$ cat src/rtl/bus_arbiter.sv
// bus_arbiter: round-robin bus owner with registered one-hot grant, mux select and turnaround
module bus_arbiter #(
  parameter int N_MASTERS = 4,
  parameter int SEL_WIDTH = $clog2(N_MASTERS),
  parameter int MAX_HOLD  = 8,
  parameter int CNT_WIDTH = 8
) (
  input  logic                 clk,
  input  logic                 reset,
  input  logic [N_MASTERS-1:0] req,
  output logic [N_MASTERS-1:0] grant,
  output logic [SEL_WIDTH-1:0] sel,
  output logic                 bus_busy,
  output logic                 preempted
);
  typedef enum logic [1:0] {IDLE, GRANT, TURN} state_t;
  localparam logic [CNT_WIDTH-1:0] HOLD_MAX = CNT_WIDTH'(MAX_HOLD == 0 ? 0 : MAX_HOLD - 1);
  state_t               state;
  logic [SEL_WIDTH-1:0] ptr;
  logic [SEL_WIDTH-1:0] win;
  logic [CNT_WIDTH-1:0] hold_cnt;
  logic                 timeout;
  assign timeout = MAX_HOLD != 0 && hold_cnt == HOLD_MAX && |(req & ~grant);
  // first requester at or after ptr, wrapping through the power-of-two index space
  always_comb begin
    win = ptr;
    for (int i = N_MASTERS - 1; i >= 0; i--)
      if (req[ptr + SEL_WIDTH'(i)]) win = ptr + SEL_WIDTH'(i);
  end
  // arbitration FSM; grant ends through a one-cycle TURN so sel never moves under an active grant
  always_ff @(posedge clk) begin
    if (reset) begin
      state     <= IDLE;
      grant     <= '0;
      sel       <= '0;
      bus_busy  <= 1'b0;
      preempted <= 1'b0;
      hold_cnt  <= '0;
      ptr       <= '0;
    end else begin
      preempted <= 1'b0;
      case (state)
        IDLE: if (|req) begin
          state    <= GRANT;
          grant    <= N_MASTERS'(1) << win;
          sel      <= win;
          bus_busy <= 1'b1;
          hold_cnt <= '0;
          ptr      <= win + 1'b1;
        end
        GRANT: if (!req[sel] || timeout) begin
          state     <= TURN;
          grant     <= '0;
          bus_busy  <= 1'b0;
          preempted <= req[sel];
        end else if (hold_cnt != HOLD_MAX) hold_cnt <= hold_cnt + 1'b1;
        default: state <= IDLE;
      endcase
    end
  end
endmodule
$ cat config.mk
export PLATFORM = sky130hd
export DESIGN_NAME = bus_arbiter
export DESIGN_NICKNAME = d
export VERILOG_FILES = /design/src/rtl/bus_arbiter.sv
export SDC_FILE = /design/constraint.sdc
export NUM_CORES = 1
export LEC_CHECK = 0
export BUFFER_PORTS_ARGS = -buffer_cell sky130_fd_sc_hd__buf_2
export CAP_MARGIN = 10
export CELL_PAD_IN_SITES_DETAIL_PLACEMENT = 1
export CELL_PAD_IN_SITES_GLOBAL_PLACEMENT = 2
export CORE_MARGIN = 2
export CORE_UTILIZATION = 34
export DETAILED_ROUTE_END_ITERATION = 10
export GPL_TIMING_DRIVEN = 0
export PLACE_DENSITY_LB_ADDON = 0.1
export SYNTH_ARGS = -nofsm -noshare
export SYNTH_HDL_FRONTEND = slang
export SYNTH_SLANG_ARGS = --single-unit
$ cat constraint.sdc
create_clock -name clk -period 1.7 [get_ports clk]
set_input_delay 0.085 -clock clk [delete_from_list [all_inputs] [get_ports clk]]
set_output_delay 0.085 -clock clk [all_outputs]
set_load 0.05 [all_outputs]
Yosys cells after proc, flatten, opt, wreduce, memory -nomap -nowiden
Index checks and enable logic that the tools add are counted.
{ "totals": {"register_bits": 20, "input_bits": 6, "out_inout_bits": 8, "elab_cells": 68} }
{ "classes": {"add_sub_neg": 5, "magnitude_cmp": 5, "n_eq_ne": 7, "shift": 1, "n_mux": 27, "n_bitwise": 4, "n_reduce_logical": 12} }
{ "op_table": {"columns": ["op", "count"], "rows": [
  ["$mux 8", 3],
  ["$pmux 8 s2", 1],
  ["$lt 2x3->1 const B", 5],
  ["$mux 2", 6],
  ["$bmux 1 s2", 5],
  ["$add 8x1->8 const B", 1],
  ["$eq 8x3->1 const B", 1],
  ["$mux 4", 2],
  ["$ne 2x2->1 const B", 4],
  ["$ne 8x3->1 const B", 1],
  ["$pmux 4 s2", 1],
  ["$reduce_or 4->1", 2],
  ["$mux 1", 7],
  ["$add 2x1->2 const B", 2],
  ["$add 2x2->2 const B", 2],
  ["$and 4x4->4", 1],
  ["$not 4->4", 1],
  ["$pmux 2 s2", 1],
  ["$reduce_and 2->1", 2],
  ["$reduce_and 4->1", 1],
  ["$shl 1x2->4 const A", 1],
  ["$reduce_and 3->1", 1],
  ["$reduce_or 3->1", 1],
  ["$eq 2x1->1 const B", 1],
  ["7 further kinds", 8]
]} }

Longest topological paths before layout
{ "logic_depth": {"word_depth": 10, "ltp_mapped": 6, "mapped_depth_nobuf": 6} }

Worst setup path after synthesis
OpenSTA, ideal clock, no wires.
{ "synth_timing": {"kind": "register to register", "start": "register sel[1]", "end": "register grant[0]", "setup_time_ns": 0.117, "arrival_ns": 1.785, "setup_slack_ns": -0.203, "path_stages_with_launch": 6, "period_less_slack_ns": 1.903, "cell_sequence": "dfxtp_1 -> mux4_2 -> nor2_2 -> a31o_4 -> nand2b_4 -> a32o_2"} }
{ "synth_between": {"elab_chain_len": 6} }
{ "synth_rtl": {"columns": ["element", "line", "text"], "rows": [
  ["start: declaration", "12", "output logic [SEL_WIDTH-1:0] sel,"],
  ["start signal: assignment", "46", "sel <= win;"],
  ["$bmux 1 s2", "51", "GRANT: if (!req[sel] || timeout) begin"],
  ["$mux 1 (implied by the code)", "51", null],
  ["$logic_not 1->1", "51", null],
  ["$logic_or 1x1->1", "51", null],
  ["$ne 2x2->1 (no line)", null, null],
  ["$reduce_and 3->1 (no line)", null, null],
  ["end signal: assignment", "45", "grant <= N_MASTERS'(1) << win;"],
  ["end: declaration", "11", "output logic [N_MASTERS-1:0] grant,"]
]} }
No other way between the ends. The select of a mux whose other input is x is not followed.
A chain may end at the register's enable or synchronous reset.

Worst setup path in the final report
{ "layout_timing": {"start": "register hold_cnt[0]", "end": "register hold_cnt[6]"} }
{ "layout_between": {"elab_chain_len": 5} }
{ "layout_rtl": {"columns": ["element", "line", "text"], "rows": [
  ["start: declaration", "21", "logic [CNT_WIDTH-1:0] hold_cnt;"],
  ["start signal: assignment", "56", "end else if (hold_cnt != HOLD_MAX) hold_cnt <= hold_cnt + 1'b1;"],
  ["branches (longest 5 deep; another with $add 8x1->8)", null, null]
]} }
Several ways; the timed one is not identified. The select of a mux whose other input is x is not followed.

==> summary.md <==
| Metric | Value |
|---|---|
| Status | complete, no violations |
| Final setup viols | 0 |
| Peak VDD IR | 0.356 mV |
| Num ports | 14 |
| CP Buf/Inv Count | 1 |
| Clk pin slew, worst setup/hold paths | 0.13 ns |
| Total grt overflow | 0 |
| Die height | 59.4 um |
| Cts bufs inserted | 3 |
| H-tree Lvls | 1 |
| Sum Neg Setup Slack | 0 ns |
| Initial Util | 35.1% |
| Initial DRC count | 18 |
| Slew Limit Fails | 0 |
| Layout Area Growth over Synthesis | 19.9% |
| Largest net degree at the start of global routing | 13 |
| Tot GR Track Use | 15.0% |
| Crit Path Class | register to register |
| Sw Share | 35.1% |
| Via/cell ratio | 5.43 |
| Internal | 0.000832 W |
| Rel. slew slack | 69.1% |
| Clk sinks | 20 |
| CP endpoint kind | register |
| Crit. path cell count | 7 |
| Logic gate share of total power | 29.5% |
| DR vias | 868 |
| Seq pwr share | 44.0% |
| Final period util | 94.7% |
| Detailed Route WL | 2370 um |
| R2r worst-path depth | 7 |
| LEAKAGE | 0.534 nW |
| Synth warn | 0 |
| N_diodes | 0 |
| Cells after synthesis | 108 |
| Port bufs | 12 |
| Worst setup path endpoint | hold_cnt[6]$_SDFFE_PP0P_ |
| Ratio of cells with drive above 1 in the final layout | 33.1% |
| Initial antenna violation count | 0 |
| Max-cap violations | 0 |
| ANT nets after route | 0 |
| Average size of a mapped cell | 9.67 um^2 |
| Critical Path RT | 1.89 ns |
| FF-to-FF End | hold_cnt[6]$_SDFFE_PP0P_ |
| Fin crit period | 1.61 ns |
| EDFF count, synth | 0 |
| R2R setup slack | 0.09 ns |
| Primary FF master, synth | dfxtp_1 |
| Die W | 59.4 um |
| Register area share after synthesis | 38.3% |
| Clk root buf | clkbuf_4 |
| Largest area contributor in the netlist | dfxtp_1 |
| Hold crit path type | input port to register |
| Mapped cell area | 1040 um^2 |
| Top cell type's share of synthesized area | 38.3% |
| Vias in the first global route | 867 |
| Top delay family on crit path | simple AND/OR/NAND/NOR gates |
| CP peak stage delay | 0.37 ns |
| Crit path arrival time | 1.80 ns |
| Clock power frac | 26.5% |
| Final hold vios | 0 |
| Setup crit start kind | register |
| Core area | 2980 um^2 |
| Top cells by area, synth | dfxtp_1 38%, xor2_1 5.9%, a32o_2 4.3% |
| Switching pwr | 0.000449 W |
| Max Clock Skew | 0.0129 ns |
| Pre-Repair DR Iteration Count | 3 |
| Clock Path Buffers | 2 |
| Yosys reg bits | 20 |
| Slowest-stage cell, CP | dfxtp_2 |
| Fmax | 0.621 GHz |
| Clock latency on the worst-skew pair | 0.31 ns |
| GPL Wtd Cong | 0.727 |
| Power Density | 1020 nW/um^2 |
| Worst-Margin Slew | 0.464 ns |
| Worst Setup SP | hold_cnt[0]$_SDFFE_PP0P_ |
| Crit path cell chain | ha_4, and4b_2, a221oi_4, buf_6, nand4_1, xor2_1, nor2_1 |
| Cell variety after synth | 36 |
| Power, Total | 0.00128 W |
| Global-route wire length before repair | 3940 um |
| DIE AREA | 3530 um^2 |
| Worst r2r src | hold_cnt[0]$_SDFFE_PP0P_ |
| Nets | 135 |
| Avg WL per Cell | 14.8 um |
| Mapped Nets | 115 |
| Remaining DRCs | 0 |
| FFs w/ async S/R, synth | 0% |
| CTS tree | done |
| HPWL after DPL | 1830 um |
| Crit Path Max Fanout | 7 |
| # rows | 20 |
repair_timing:
action,in CTS,in global routing
gates resized for setup,3,6
buffers inserted,1,2
hold buffers,0,0
cloned,0,0
pin swaps,3,3
setup endpoints to repair,8,11
synthesized netlist by cell type, types with 2 or more instances:
library cell	number
a21oi_1	5
a32o_2	4
and2_1	2
and3_1	4
dfxtp_1	20
inv_1	6
nand2_1	8
nand2b_1	4
nand2b_4	2
nand3_1	4
nand4_1	2
nor2_1	11
nor3_1	2
nor3b_1	2
nor4_4	2
o2111ai_1	2
o21ai_0	3
xor2_1	7
cell families after synthesis:
kind of cell	synth area share (%)
AOI/OAI and AO/OA	18.9
xor gates and xnor gates	6.71
adders and majority gates	1.20
buffers and inverters	2.51
DFF	38.3
muxes	3.11
and+or+nand+nor	29.2
cells in the final DEF, fill, tap and decap left out, types with 2 or more instances in the layout:
cell	instances
inv_1	6
buf_2	12
clkbuf_4	3
a32o_2	4
o21ai_0	3
and3_1	4
dfxtp_2	2
dfxtp_1	17
xor2_1	7
nand2b_4	2
a21oi_1	5
nor3b_1	2
nand2b_1	4
nand2_1	7
nor2_1	11
o2111ai_1	2
nor4_4	2
buf_4	2
nand4_1	2
and2_1	2
nand3_1	3
metrics by stage:
stage	cells	instance area [um^2]	util, %	setup WS [ns]	hold WS [ns]
after floorplan	108	1050	-	0.00133	0.404
after global placement	153	1150	38.6	-0.0205	0.461
after detailed placement	153	1150	38.6	-0.0246	0.464
after CTS	158	1210	40.6	0.000266	0.160
after global routing	160	1250	42.1	-0.00169	0.200
final	160	1250	42.1	0.0904	0.167
area by class of cell:
| type | instances | area (um^2) |
|---|---|---|
| plain buffers | 1 | 3.75 |
| repair buffers | 15 | 86.3 |
| flip-flops and latches | 20 | 407 |
| inverters | 6 | 22.5 |
| well taps | 33 | 41.3 |
| multi-input cells | 81 | 644 |
| clock buffers | 4 | 47.5 |
| fillers | 347 | 1730 |
worst min-delay path by stage:
stage | from | to | cells after the start
after floorplan | reset | state[1]$_SDFFE_PP0P_ | 2
after global placement | bus_busy$_SDFFE_PP0P_ | bus_busy$_SDFFE_PP0P_ | 1
after detailed placement | bus_busy$_SDFFE_PP0P_ | bus_busy$_SDFFE_PP0P_ | 1
after CTS | reset | hold_cnt[1]$_SDFFE_PP0P_ | 2
after global routing | reset | state[1]$_SDFFE_PP0P_ | 2
final | reset | state[1]$_SDFFE_PP0P_ | 2
flip-flops by register name, summed over array words and instances, names as in the netlist:
signal,cells
hold_cnt,8
grant,4
ptr,2
sel,2
state,2
bus_busy,1
preempted,1
routing by layer:
layer  track usage [%]  up-vias  share of wire [%]
li1                  -      433                  -
met1              17.2      428                 43
met2              27.2        5                 55
met3              2.62        2                1.5
met4              5.84        0               0.84
met5                 0        -                  0
power by group through the flow:
stage               clock network, W  registers (W)  logic (W)
floorplan                          0       0.000648   0.000196
global placement                   0       0.000570   0.000358
detailed placement                 0       0.000573   0.000363
CTS                         0.000354       0.000562   0.000364
global route                0.000380       0.000573   0.000409
finish                      0.000340       0.000564   0.000378
(Power assumes the default switching activity.)
